`config.mk`:
```
export PLATFORM = sky130hd
export DESIGN_NAME = sonic_echo_responder_flat
export DESIGN_NICKNAME = d
export VERILOG_FILES = /design/src/rtl/sonic_echo_responder_if.sv /design/src/rtl/sonic_echo_responder.sv /design/src/flat_wrapper.sv
export SDC_FILE = /design/constraint.sdc
export NUM_CORES = 1
export LEC_CHECK = 0
export ABC_AREA = 1
export CORE_MARGIN = 2
export CORE_UTILIZATION = 55
export CTS_CLUSTER_SIZE = 16
export DETAILED_ROUTE_END_ITERATION = 12
export GPL_TIMING_DRIVEN = 1
export PLACE_DENSITY = 0.75
export SLEW_MARGIN = 20
export SYNTH_ARGS = -nofsm -noshare
export SYNTH_HDL_FRONTEND = slang
export SYNTH_SLANG_ARGS = --single-unit
```
`constraint.sdc`:
```
create_clock -name clk -period 2.9 [get_ports clk]
set_clock_uncertainty 0.05 [all_clocks]
set_input_delay 0.58 -clock clk [delete_from_list [all_inputs] [get_ports clk]]
set_output_delay 0.58 -clock clk [all_outputs]
set_load 0.05 [all_outputs]
```
`src/rtl/sonic_echo_responder_if.sv`:
```
// -----------------------------------------------------------------------------
// sonic_echo_responder_if
//
// Trig/echo signal bundle between a sonar ranging controller (master) and the
// ultrasonic sensor emulator (slave).
//
//   trig         master -> slave  trigger pulse, asynchronous to the slave clock
//   distance_cm  master -> slave  emulated distance in cm (9 bits)
//   obj_present  master -> slave  1 = object in range, 0 = force timeout echo
//   echo         slave -> master  echo pulse, width encodes distance
//   busy         slave -> master  responder is servicing a trigger
//   trig_err     slave -> master  one-cycle pulse: trig was too short
// -----------------------------------------------------------------------------
interface sonic_echo_responder_if;
  logic       trig;
  logic [8:0] distance_cm;
  logic       obj_present;
  logic       echo;
  logic       busy;
  logic       trig_err;

  modport master (
    output trig, distance_cm, obj_present,
    input  echo, busy, trig_err
  );

  modport slave (
    input  trig, distance_cm, obj_present,
    output echo, busy, trig_err
  );
endinterface

```
`src/rtl/sonic_echo_responder.sv`:
```
// -----------------------------------------------------------------------------
// sonic_echo_responder
//
// Emulates an ultrasonic ranging sensor. A sufficiently long trigger pulse is
// accepted on its falling edge. After a fixed burst delay the block drives an
// echo pulse whose width is the programmed distance times US_PER_CM. If there
// is no object, or the distance is out of range, the echo lasts TIMEOUT_US
// instead. A holdoff period follows, during which triggers are ignored.
//
// Ports:
//   clk    system clock
//   rst_n  asynchronous active-low reset
//   bus    sonic_echo_responder_if.slave
//            in : trig (async), distance_cm, obj_present
//            out: echo, busy, trig_err (all registered)
// -----------------------------------------------------------------------------
module sonic_echo_responder #(
  parameter int unsigned CLK_PER_US  = 100,
  parameter int unsigned TRIG_MIN_US = 10,
  parameter int unsigned BURST_US    = 200,
  parameter int unsigned US_PER_CM   = 58,
  parameter int unsigned MAX_CM      = 400,
  parameter int unsigned TIMEOUT_US  = 38000,
  parameter int unsigned HOLDOFF_US  = 1000
) (
  input logic                   clk,
  input logic                   rst_n,
  sonic_echo_responder_if.slave bus
);

  // ---------------------------------------------------------------------------
  // Constants
  // ---------------------------------------------------------------------------
  localparam int unsigned PW = (CLK_PER_US > 1) ? $clog2(CLK_PER_US) : 1;

  localparam logic [PW-1:0] PRESC_LAST   = PW'(CLK_PER_US - 1);
  localparam logic [15:0]   TRIG_MIN_CYC = 16'(TRIG_MIN_US * CLK_PER_US);
  localparam logic [15:0]   BURST_US_W   = 16'(BURST_US);
  localparam logic [15:0]   HOLDOFF_US_W = 16'(HOLDOFF_US);
  localparam logic [15:0]   TIMEOUT_US_W = 16'(TIMEOUT_US);
  localparam logic [15:0]   US_PER_CM_W  = 16'(US_PER_CM);
  localparam logic [15:0]   MAX_CM_W     = 16'(MAX_CM);
  localparam logic [15:0]   MIN_CM_W     = 16'd2;

  localparam logic [2:0] ST_IDLE    = 3'd0;
  localparam logic [2:0] ST_TRIG_HI = 3'd1;
  localparam logic [2:0] ST_BURST   = 3'd2;
  localparam logic [2:0] ST_ECHO    = 3'd3;
  localparam logic [2:0] ST_HOLDOFF = 3'd4;

  // ---------------------------------------------------------------------------
  // Trigger synchronizer and edge detect
  // ---------------------------------------------------------------------------
  logic trig_meta_q;
  logic trig_s_q;
  logic trig_prev_q;
  logic trig_rise;
  logic trig_fall;

  // NOTE: sequential state is always updated with non-blocking assignments so
  // every flop samples the pre-edge value of its neighbours; a blocking
  // assignment here would collapse the two synchronizer stages into one.
  always_ff @(posedge clk or negedge rst_n) begin
    if (!rst_n) begin
      trig_meta_q <= 1'b0;
      trig_s_q    <= 1'b0;
      trig_prev_q <= 1'b0;
    end else begin
      trig_meta_q <= bus.trig;
      trig_s_q    <= trig_meta_q;
      trig_prev_q <= trig_s_q;
    end
  end

  assign trig_rise = trig_s_q & ~trig_prev_q;
  assign trig_fall = ~trig_s_q & trig_prev_q;

  // ---------------------------------------------------------------------------
  // State, timers and outputs
  // ---------------------------------------------------------------------------
  logic [2:0]    state_q,   state_d;
  logic [PW-1:0] presc_q,   presc_d;
  logic [15:0]   us_q,      us_d;
  logic [15:0]   width_q,   width_d;    // trig high width in cycles
  logic [15:0]   echo_w_q,  echo_w_d;   // latched echo width in us
  logic          echo_q,    echo_d;
  logic          busy_q,    busy_d;
  logic          trig_err_q, trig_err_d;

  // ---------------------------------------------------------------------------
  // Echo width from the live distance inputs; only latched on acceptance, so
  // later input changes never reach a pulse already in flight.
  // ---------------------------------------------------------------------------
  logic [15:0] dist_ext;
  logic [15:0] dist_clamped;
  logic [15:0] echo_w_new;

  always_comb begin
    dist_ext     = {7'd0, bus.distance_cm};
    dist_clamped = (dist_ext < MIN_CM_W) ? MIN_CM_W : dist_ext;
    if (!bus.obj_present || (dist_ext > MAX_CM_W)) begin
      echo_w_new = TIMEOUT_US_W;
    end else begin
      echo_w_new = dist_clamped * US_PER_CM_W;
    end
  end

  // ---------------------------------------------------------------------------
  // Interval timer: prescaler counts cycles within a microsecond, us_q counts
  // whole microseconds. interval_done is high in the last cycle of an interval
  // of interval_us microseconds measured from state entry.
  // ---------------------------------------------------------------------------
  logic [15:0] interval_us;
  logic        presc_last;
  logic        interval_done;

  always_comb begin
    unique case (state_q)
      ST_BURST:   interval_us = BURST_US_W;
      ST_ECHO:    interval_us = echo_w_q;
      ST_HOLDOFF: interval_us = HOLDOFF_US_W;
      default:    interval_us = 16'd0;
    endcase
  end

  assign presc_last    = (presc_q == PRESC_LAST);
  assign interval_done = presc_last && (us_q == (interval_us - 16'd1));

  // ---------------------------------------------------------------------------
  // Next-state logic
  // ---------------------------------------------------------------------------
  // NOTE: every signal written here gets a default first, so no path through
  // the case statement leaves a value unassigned and no latch is inferred.
  always_comb begin
    state_d    = state_q;
    width_d    = width_q;
    echo_w_d   = echo_w_q;
    echo_d     = echo_q;
    busy_d     = busy_q;
    trig_err_d = 1'b0;

    unique case (state_q)
      ST_IDLE: begin
        if (trig_rise) begin
          // The rise-detect cycle is the first high cycle of the pulse.
          state_d = ST_TRIG_HI;
          width_d = 16'd1;
        end
      end

      ST_TRIG_HI: begin
        if (trig_fall) begin
          if (width_q >= TRIG_MIN_CYC) begin
            state_d  = ST_BURST;
            echo_w_d = echo_w_new;
            busy_d   = 1'b1;
          end else begin
            state_d    = ST_IDLE;
            trig_err_d = 1'b1;
          end
        end else if (width_q != 16'hFFFF) begin
          width_d = width_q + 16'd1;
        end
      end

      ST_BURST: begin
        if (interval_done) begin
          state_d = ST_ECHO;
          echo_d  = 1'b1;
        end
      end

      ST_ECHO: begin
        if (interval_done) begin
          state_d = ST_HOLDOFF;
          echo_d  = 1'b0;
        end
      end

      ST_HOLDOFF: begin
        if (interval_done) begin
          state_d = ST_IDLE;
          busy_d  = 1'b0;
        end
      end

      default: begin
        state_d = ST_IDLE;
        echo_d  = 1'b0;
        busy_d  = 1'b0;
      end
    endcase
  end

  // Timers restart on every state change so each interval is exact.
  always_comb begin
    if (state_d != state_q) begin
      presc_d = '0;
      us_d    = 16'd0;
    end else if (presc_last) begin
      presc_d = '0;
      us_d    = us_q + 16'd1;
    end else begin
      presc_d = presc_q + PW'(1);
      us_d    = us_q;
    end
  end

  // ---------------------------------------------------------------------------
  // Registers
  // ---------------------------------------------------------------------------
  always_ff @(posedge clk or negedge rst_n) begin
    if (!rst_n) begin
      state_q    <= ST_IDLE;
      presc_q    <= '0;
      us_q       <= 16'd0;
      width_q    <= 16'd0;
      echo_w_q   <= 16'd0;
      echo_q     <= 1'b0;
      busy_q     <= 1'b0;
      trig_err_q <= 1'b0;
    end else begin
      state_q    <= state_d;
      presc_q    <= presc_d;
      us_q       <= us_d;
      width_q    <= width_d;
      echo_w_q   <= echo_w_d;
      echo_q     <= echo_d;
      busy_q     <= busy_d;
      trig_err_q <= trig_err_d;
    end
  end

  assign bus.echo     = echo_q;
  assign bus.busy     = busy_q;
  assign bus.trig_err = trig_err_q;

endmodule

```
`src/flat_wrapper.sv`:
```
// flat-port wrapper written by rule: the top's interface ports become plain ports
module sonic_echo_responder_flat 
#(
  parameter int unsigned CLK_PER_US  = 100,
  parameter int unsigned TRIG_MIN_US = 10,
  parameter int unsigned BURST_US    = 200,
  parameter int unsigned US_PER_CM   = 58,
  parameter int unsigned MAX_CM      = 400,
  parameter int unsigned TIMEOUT_US  = 38000,
  parameter int unsigned HOLDOFF_US  = 1000
)
  (clk, rst_n, bus_trig, bus_distance_cm, bus_obj_present, bus_echo, bus_busy, bus_trig_err);
  sonic_echo_responder_if bus_i ();
  input logic clk;
  input logic rst_n;
  input wire logic [$bits(bus_i.trig)-1:0] bus_trig;
  input wire logic [$bits(bus_i.distance_cm)-1:0] bus_distance_cm;
  input wire logic [$bits(bus_i.obj_present)-1:0] bus_obj_present;
  output wire logic [$bits(bus_i.echo)-1:0] bus_echo;
  output wire logic [$bits(bus_i.busy)-1:0] bus_busy;
  output wire logic [$bits(bus_i.trig_err)-1:0] bus_trig_err;
  assign bus_i.trig = bus_trig;
  assign bus_i.distance_cm = bus_distance_cm;
  assign bus_i.obj_present = bus_obj_present;
  assign bus_echo = bus_i.echo;
  assign bus_busy = bus_i.busy;
  assign bus_trig_err = bus_i.trig_err;
  sonic_echo_responder #(.CLK_PER_US(CLK_PER_US), .TRIG_MIN_US(TRIG_MIN_US), .BURST_US(BURST_US), .US_PER_CM(US_PER_CM), .MAX_CM(MAX_CM), .TIMEOUT_US(TIMEOUT_US), .HOLDOFF_US(HOLDOFF_US)) u_core (.clk(clk), .rst_n(rst_n), .bus(bus_i));
endmodule
```
**Word level (Yosys, flattened, before mapping)**

Index checks and enable logic that the tools add are counted.

- Add/sub/neg operators: 4
- Multipliers: 1
- Order comparisons: 3
- Equality and inequality tests: 16
- Mux-type cells: 27
- Bitwise operators: 6
- Reduce and logical (&&, ||, !) cells: 12

Operator list:

| kind | count |
|---|---|
| two-way mux 16 bit | 6 |
| case mux 16 bit (3 select lines) | 1 |
| adder 16 x 1 -> 16 bit, second input constant | 2 |
| case mux 16 bit (2 select lines) | 1 |
| == test 16 bit | 1 |
| greater-or-equal comparator 16 x 10 -> 1 bit, second input constant | 1 |
| multiplier 16 x 5 -> 15 bit, second input constant | 1 |
| != test 16 bit, second input constant | 1 |
| subtractor 16 x 1 -> 16 bit, second input constant | 1 |
| two-way mux 3 bit | 5 |
| case mux 3 bit (5 select lines) | 1 |
| two-way mux 7 bit | 2 |
| != test 2 x 1 -> 1 bit, second input constant | 7 |
| > comparator 9 bit, second input constant | 1 |
| less-than comparator 9 x 2 -> 1 bit, second input constant | 1 |
| two-way mux 9 bit | 1 |
| AND reduction 4 bit | 2 |
| adder 7 x 1 -> 7 bit, second input constant | 1 |
| == test 7 bit, second input constant | 1 |
| two-way mux 1 bit | 7 |
| == test 3 x 2 -> 1 bit, second input constant | 2 |
| case mux 1 bit (3 select lines) | 2 |
| AND reduction 3 bit | 2 |
| OR reduction 3 bit | 2 |
| 12 further kinds | 17 |

- Flip-flop bits (word level): 64
- Logic and storage cells: 80

**Longest topological paths before layout**

- Word-level depth: 9
- Gate-level depth with buffers: 24
- Depth with buffers taken out: 24

**Worst setup path after synthesis**

Ideal clock, no wire load.

- Path kind: input-to-reg
- Start: input port bus_distance_cm[7]
- End: register u_core.echo_w_q[14]
- Library setup time: 0.121 ns
- Data arrival time: 4.073 ns
- Data required time: 2.729 ns
- Setup slack: -1.344 ns
- Stages on the path: 22
- Path through: inv_1 -> ha_1 -> nor4b_1 -> and3_1 -> nor2_1 -> inv_1 -> fa_1 -> ha_1 -> inv_1 -> fa_1 -> inv_1 -> ha_1 -> nand3_1 -> nand2_1 -> a21oi_1 -> nor2_1 -> nor2_1 -> o21ai_0 -> a21oi_1 -> o21ai_0 -> xor2_1 -> a22o_1

- Cells in the longest elaborated chain, start to end: 4

RTL lines:

| item | RTL line | text |
|---|---|---|
| start: declaration | flat_wrapper.sv:17 | `input wire logic [$bits(bus_i.distance_cm)-1:0] bus_distance_cm;` |
| less-than comparator 9 x 2 -> 1 bit | sonic_echo_responder.sv:100 | `dist_clamped = (dist_ext < MIN_CM_W) ? MIN_CM_W : dist_ext;` |
| two-way mux 9 bit | sonic_echo_responder.sv:100 |  |
| multiplier 16 x 5 -> 15 bit | sonic_echo_responder.sv:104 | `echo_w_new = dist_clamped * US_PER_CM_W;` |
| two-way mux 16 bit (*) | sonic_echo_responder.sv:101 | `if (!bus.obj_present \|\| (dist_ext > MAX_CM_W)) begin` |
| end signal: assignment | sonic_echo_responder.sv:227 | `echo_w_q <= echo_w_d;` |
| end: declaration | sonic_echo_responder.sv:85 | `logic [15:0] echo_w_q, echo_w_d;` |

Mark *: on every way between the ends. The rest lies on a longest branch, timed or not.
A chain may end at the register's enable or synchronous reset.

**Worst setup path after layout**

- Start: input port bus_distance_cm[8]
- End: register u_core.echo_w_q[14]

Same word-level chain as after synthesis.

==> flow_summary.ini <==
[die]
initial_core_util_pct = 56.8
die_h_um = 99.2
coreArea_um2 = 8760
die_w_um = 99.2
num_rows = 34
dieArea_um2 = 9830
pin_count = 16

[power]
p_leak_nw = 3.35
p_per_area_nw_per_um2 = 476
p_total_mw = 3.22
vdd_drop_max_uv = 355

[synth]
synth_nets = 721
synth_top_family_by_area = simple AND/OR/NAND/NOR gates
synth_fa_ha_area_share_pct = 13.9
syn_area_per_cell_um2 = 7.55
yosys_warnings = 0
muxShareOfSynthArea_pct = 0
synthFlopType = dfrtp_1
synth_cells = 660
synth_seq_cells = 63
synthArstFlopShare_pct = 100
syn_area_um2 = 4980
synth_xor_area_share_pct = 5.80
synth_compound_area_share_pct = 7.69
ys_seq_area_share_pct = 31.7
ys_types = 45
yosys.area_share.simple_pct = 31.2
synth_edf_count = 0

[global_routing]
grt_start_max_net_pins = 35
grt-ovfl-total = 0
grtUsageTotal_pct = 27.6
grt_pass1_wl_um = 21800
antenna_found_initial = 0
grt_pass1_vias = 4764

[detailed_routing]
first_pass_iters = 5
drt-total-wl_um = 14300
drt_iter0_markers = 332
viasPerCell = 5.58
wl_per_cell_um = 16.1
vias = 4970
drc_errors = 0
postRouteAntennaNets = 0

[cells_and_area]
post-route-util_pct = 77.3
antenna_cells = 0
nets = 838
layout-drive-gt1-share_pct = 31.1
areaGrowthSynthToFinish_pct = 36.0
fin_area_um2 = 6770

[sta]
setup_tns_ns = -10.68
fmax_ghz = 0.252
setup_ws_ns = -1.08
slew_headroom_pct = 52.6
drv_slew = 0
timing.final.crit_share_pct = 137
tightest_slew_ns = 0.710
final-setup-viol-count = 34
period_minus_slack_ns = 3.98
rsz0062_at_grt = true
hold_viol = 0

[clocking]
clock_sinks = 63
cts_root_buf = clkbuf_8
clk_pin_slew_ns = 0.08
cts_htree_levels = 3
cts_tree = yes
cts_buffer_depth = 2
clk_latency_ns = 0.35
cts_buffers = 9

[critical_path]
worst-r2r-setup-slack_ns = -0.10
cp_max_fo = 3
critPathKind = in -> reg
reg2reg_to = u_core.us_q[15]$_DFFE_PN0P_
critPathLaunchType = input port
crit_chain = buf_12 > inv_12 > ha_4 > nor4b_4 > and3_4 > nor2_4 > inv_4 > fa_2 > ha_4 > inv_4 > fa_1 > inv_2 > ha_4 > a21oi_2 > nand2_2 > a21oi_4 > nor2_1 > nor2_1 > o21ai_1 > a21oi_1 > o21ai_1 > xor2_1 > a22o_1
worstRegToRegCells = 19
critPathRequiredTime_ns = 3.10
critical-path-max-stage-delay_ns = 0.61
cp_data_arrival_time_ns = 4.17
cp_common_cell = ha_4
cp_slowest_cell = fa_2
worstReg2RegStart = u_core.state_q[2]$_DFF_PN0_
endpoint_kind = flip-flop

[placement]
portBuffers = 15
place_area_um2 = 5800
place_congestion = 0.849
dpl.hpwl_um = 8750
place_ws_ns = -2.08

[job]
cap_viol_max_count = 0

[worst_hold_path]
holdCritPathClass = in -> async

[run_status]
violations = setup timing
outcome = complete, but fails checks
## logic make-up (layout without fill, tap and decap cells)
kind of cell | Yosys count | count (layout)
simple gates | 327 | 328
buf+inv | 123 | 244
compound gates | 66 | 66
flops | 63 | 63
fa+ha+maj | 48 | 48
xor+xnor | 33 | 33
## worst max-delay path by stage
stage                                           end               start
finish              u_core.echo_w_q[14]$_DFFE_PN0P_  bus_distance_cm[8]
global route        u_core.echo_w_q[13]$_DFFE_PN0P_  bus_distance_cm[8]
CTS                 u_core.echo_w_q[15]$_DFFE_PN0P_  bus_distance_cm[8]
detailed placement  u_core.echo_w_q[15]$_DFFE_PN0P_  bus_distance_cm[8]
global placement    u_core.echo_w_q[14]$_DFFE_PN0P_  bus_distance_cm[8]
floorplan           u_core.echo_w_q[14]$_DFFE_PN0P_  bus_distance_cm[8]
## cells in the final DEF, fill, tap and decap left out, types with 3 or more instances in the layout
| cell | n |
|---|---|
| nor2_1 | 46 |
| inv_2 | 10 |
| clkbuf_8 | 9 |
| nand3_1 | 37 |
| buf_12 | 6 |
| o21ai_1 | 9 |
| ha_1 | 27 |
| nand3_2 | 5 |
| clkinvlp_4 | 4 |
| buf_2 | 3 |
| fa_2 | 3 |
| nor2_2 | 17 |
| dfrtp_1 | 62 |
| a21oi_1 | 16 |
| a21oi_2 | 3 |
| buf_6 | 12 |
| clkdlybuf4s50_1 | 6 |
| nor4_1 | 6 |
| nand4_1 | 8 |
| ha_4 | 9 |
| inv_1 | 96 |
| xnor2_1 | 3 |
| dlygate4sd2_1 | 3 |
| nand2_2 | 17 |
| xor2_1 | 26 |
| o21ai_0 | 18 |
| fa_1 | 9 |
| nor3_1 | 17 |
| nand2_1 | 128 |
| buf_4 | 85 |
| nor2_4 | 30 |
## critical path, delay by kind of cell
family                     cells  cell delay (ns)
adders and majority gates      5             1.63
AOI/OAI and AO/OA              6             0.87
and+or+nand+nor                6             0.70
buffers and inverters          5             0.26
xor gates and xnor gates       1             0.14
## final cells by class
class	instances	area, um2
tap	108	135
clock inverter	7	73.8
clock buffer	9	124
multi-input combinational	475	3360
fill	536	1990
sequential	63	1580
inverter	110	443
timing repair buffer	118	1050
## power breakdown
part,total [mW],internal [mW],switching (mW)
sequential,0.988,0.943,0.0459
combinational,1.44,0.710,0.734
clock,0.789,0.396,0.393
total,3.22,2.05,1.17
## Yosys cell counts (2+ instances only)
master | n | area share [%]
a21oi_1 | 20 | 2.0
a22o_1 | 2 | 0.35
a22oi_1 | 2 | 0.30
buf_4 | 2 | 0.30
buf_6 | 2 | 0.45
clkbuf_1 | 8 | 0.60
dfrtp_1 | 63 | 32
fa_1 | 12 | 4.8
ha_1 | 36 | 9.0
inv_1 | 106 | 8.0
inv_2 | 4 | 0.30
nand2_1 | 136 | 10
nand2_2 | 8 | 1.0
nand2_4 | 2 | 0.45
nand3_1 | 41 | 4.1
nand3_2 | 3 | 0.60
nand3b_1 | 2 | 0.30
nand4_1 | 8 | 1.0
nor2_1 | 61 | 4.6
nor2_2 | 25 | 3.1
nor2_4 | 7 | 1.6
nor3_1 | 18 | 1.8
nor3b_1 | 2 | 0.30
nor4_1 | 6 | 0.75
nor4b_1 | 2 | 0.35
o211ai_1 | 2 | 0.30
o21ai_0 | 27 | 2.7
o21ai_1 | 2 | 0.20
o21bai_1 | 2 | 0.30
o31ai_1 | 2 | 0.30
or2_2 | 2 | 0.25
xnor2_1 | 6 | 1.1
xor2_1 | 27 | 4.7
## per-stage QoR
stage | std cells | hold slack (ns)
floorplan | 660 | 0.234
global placement | 829 | 0.287
detailed placement | 829 | 0.308
CTS | 874 | 0.224
global route | 890 | 0.259
finish | 890 | 0.217
## per-layer routing
| layer | global-route usage (%) | up-vias | part of all wire, % |
|---|---|---|---|
| li1 | - | 2332 | - |
| met2 | 47.9 | 195 | 50 |
| met3 | 4.50 | 52 | 5.3 |
| met5 | 0 | - | 0 |
| met4 | 11.4 | 0 | 4.1 |
| met1 | 34.2 | 2391 | 40 |
## registers in the layout, indices dropped and copies added, names as in the netlist
register	count
u_core.bus.busy	1
u_core.bus.echo	1
u_core.bus.trig_err	1
u_core.echo_w_q	15
u_core.presc_q	7
u_core.state_q	3
u_core.trig_meta_q	1
u_core.trig_prev_q	1
u_core.trig_s_q	1
u_core.us_q	16
u_core.width_q	16
## timing repair
| action | CTS | global route |
|---|---|---|
| endpoints found under the setup margin | 13 | 35 |
| hold buffers | 0 | 0 |
| gates cloned | 0 | 3 |
| pin swaps | 37 | 38 |
| resized for setup | 57 | 64 |
| buffers inserted | 34 | 17 |
Power figures use the tool's default switching activity.
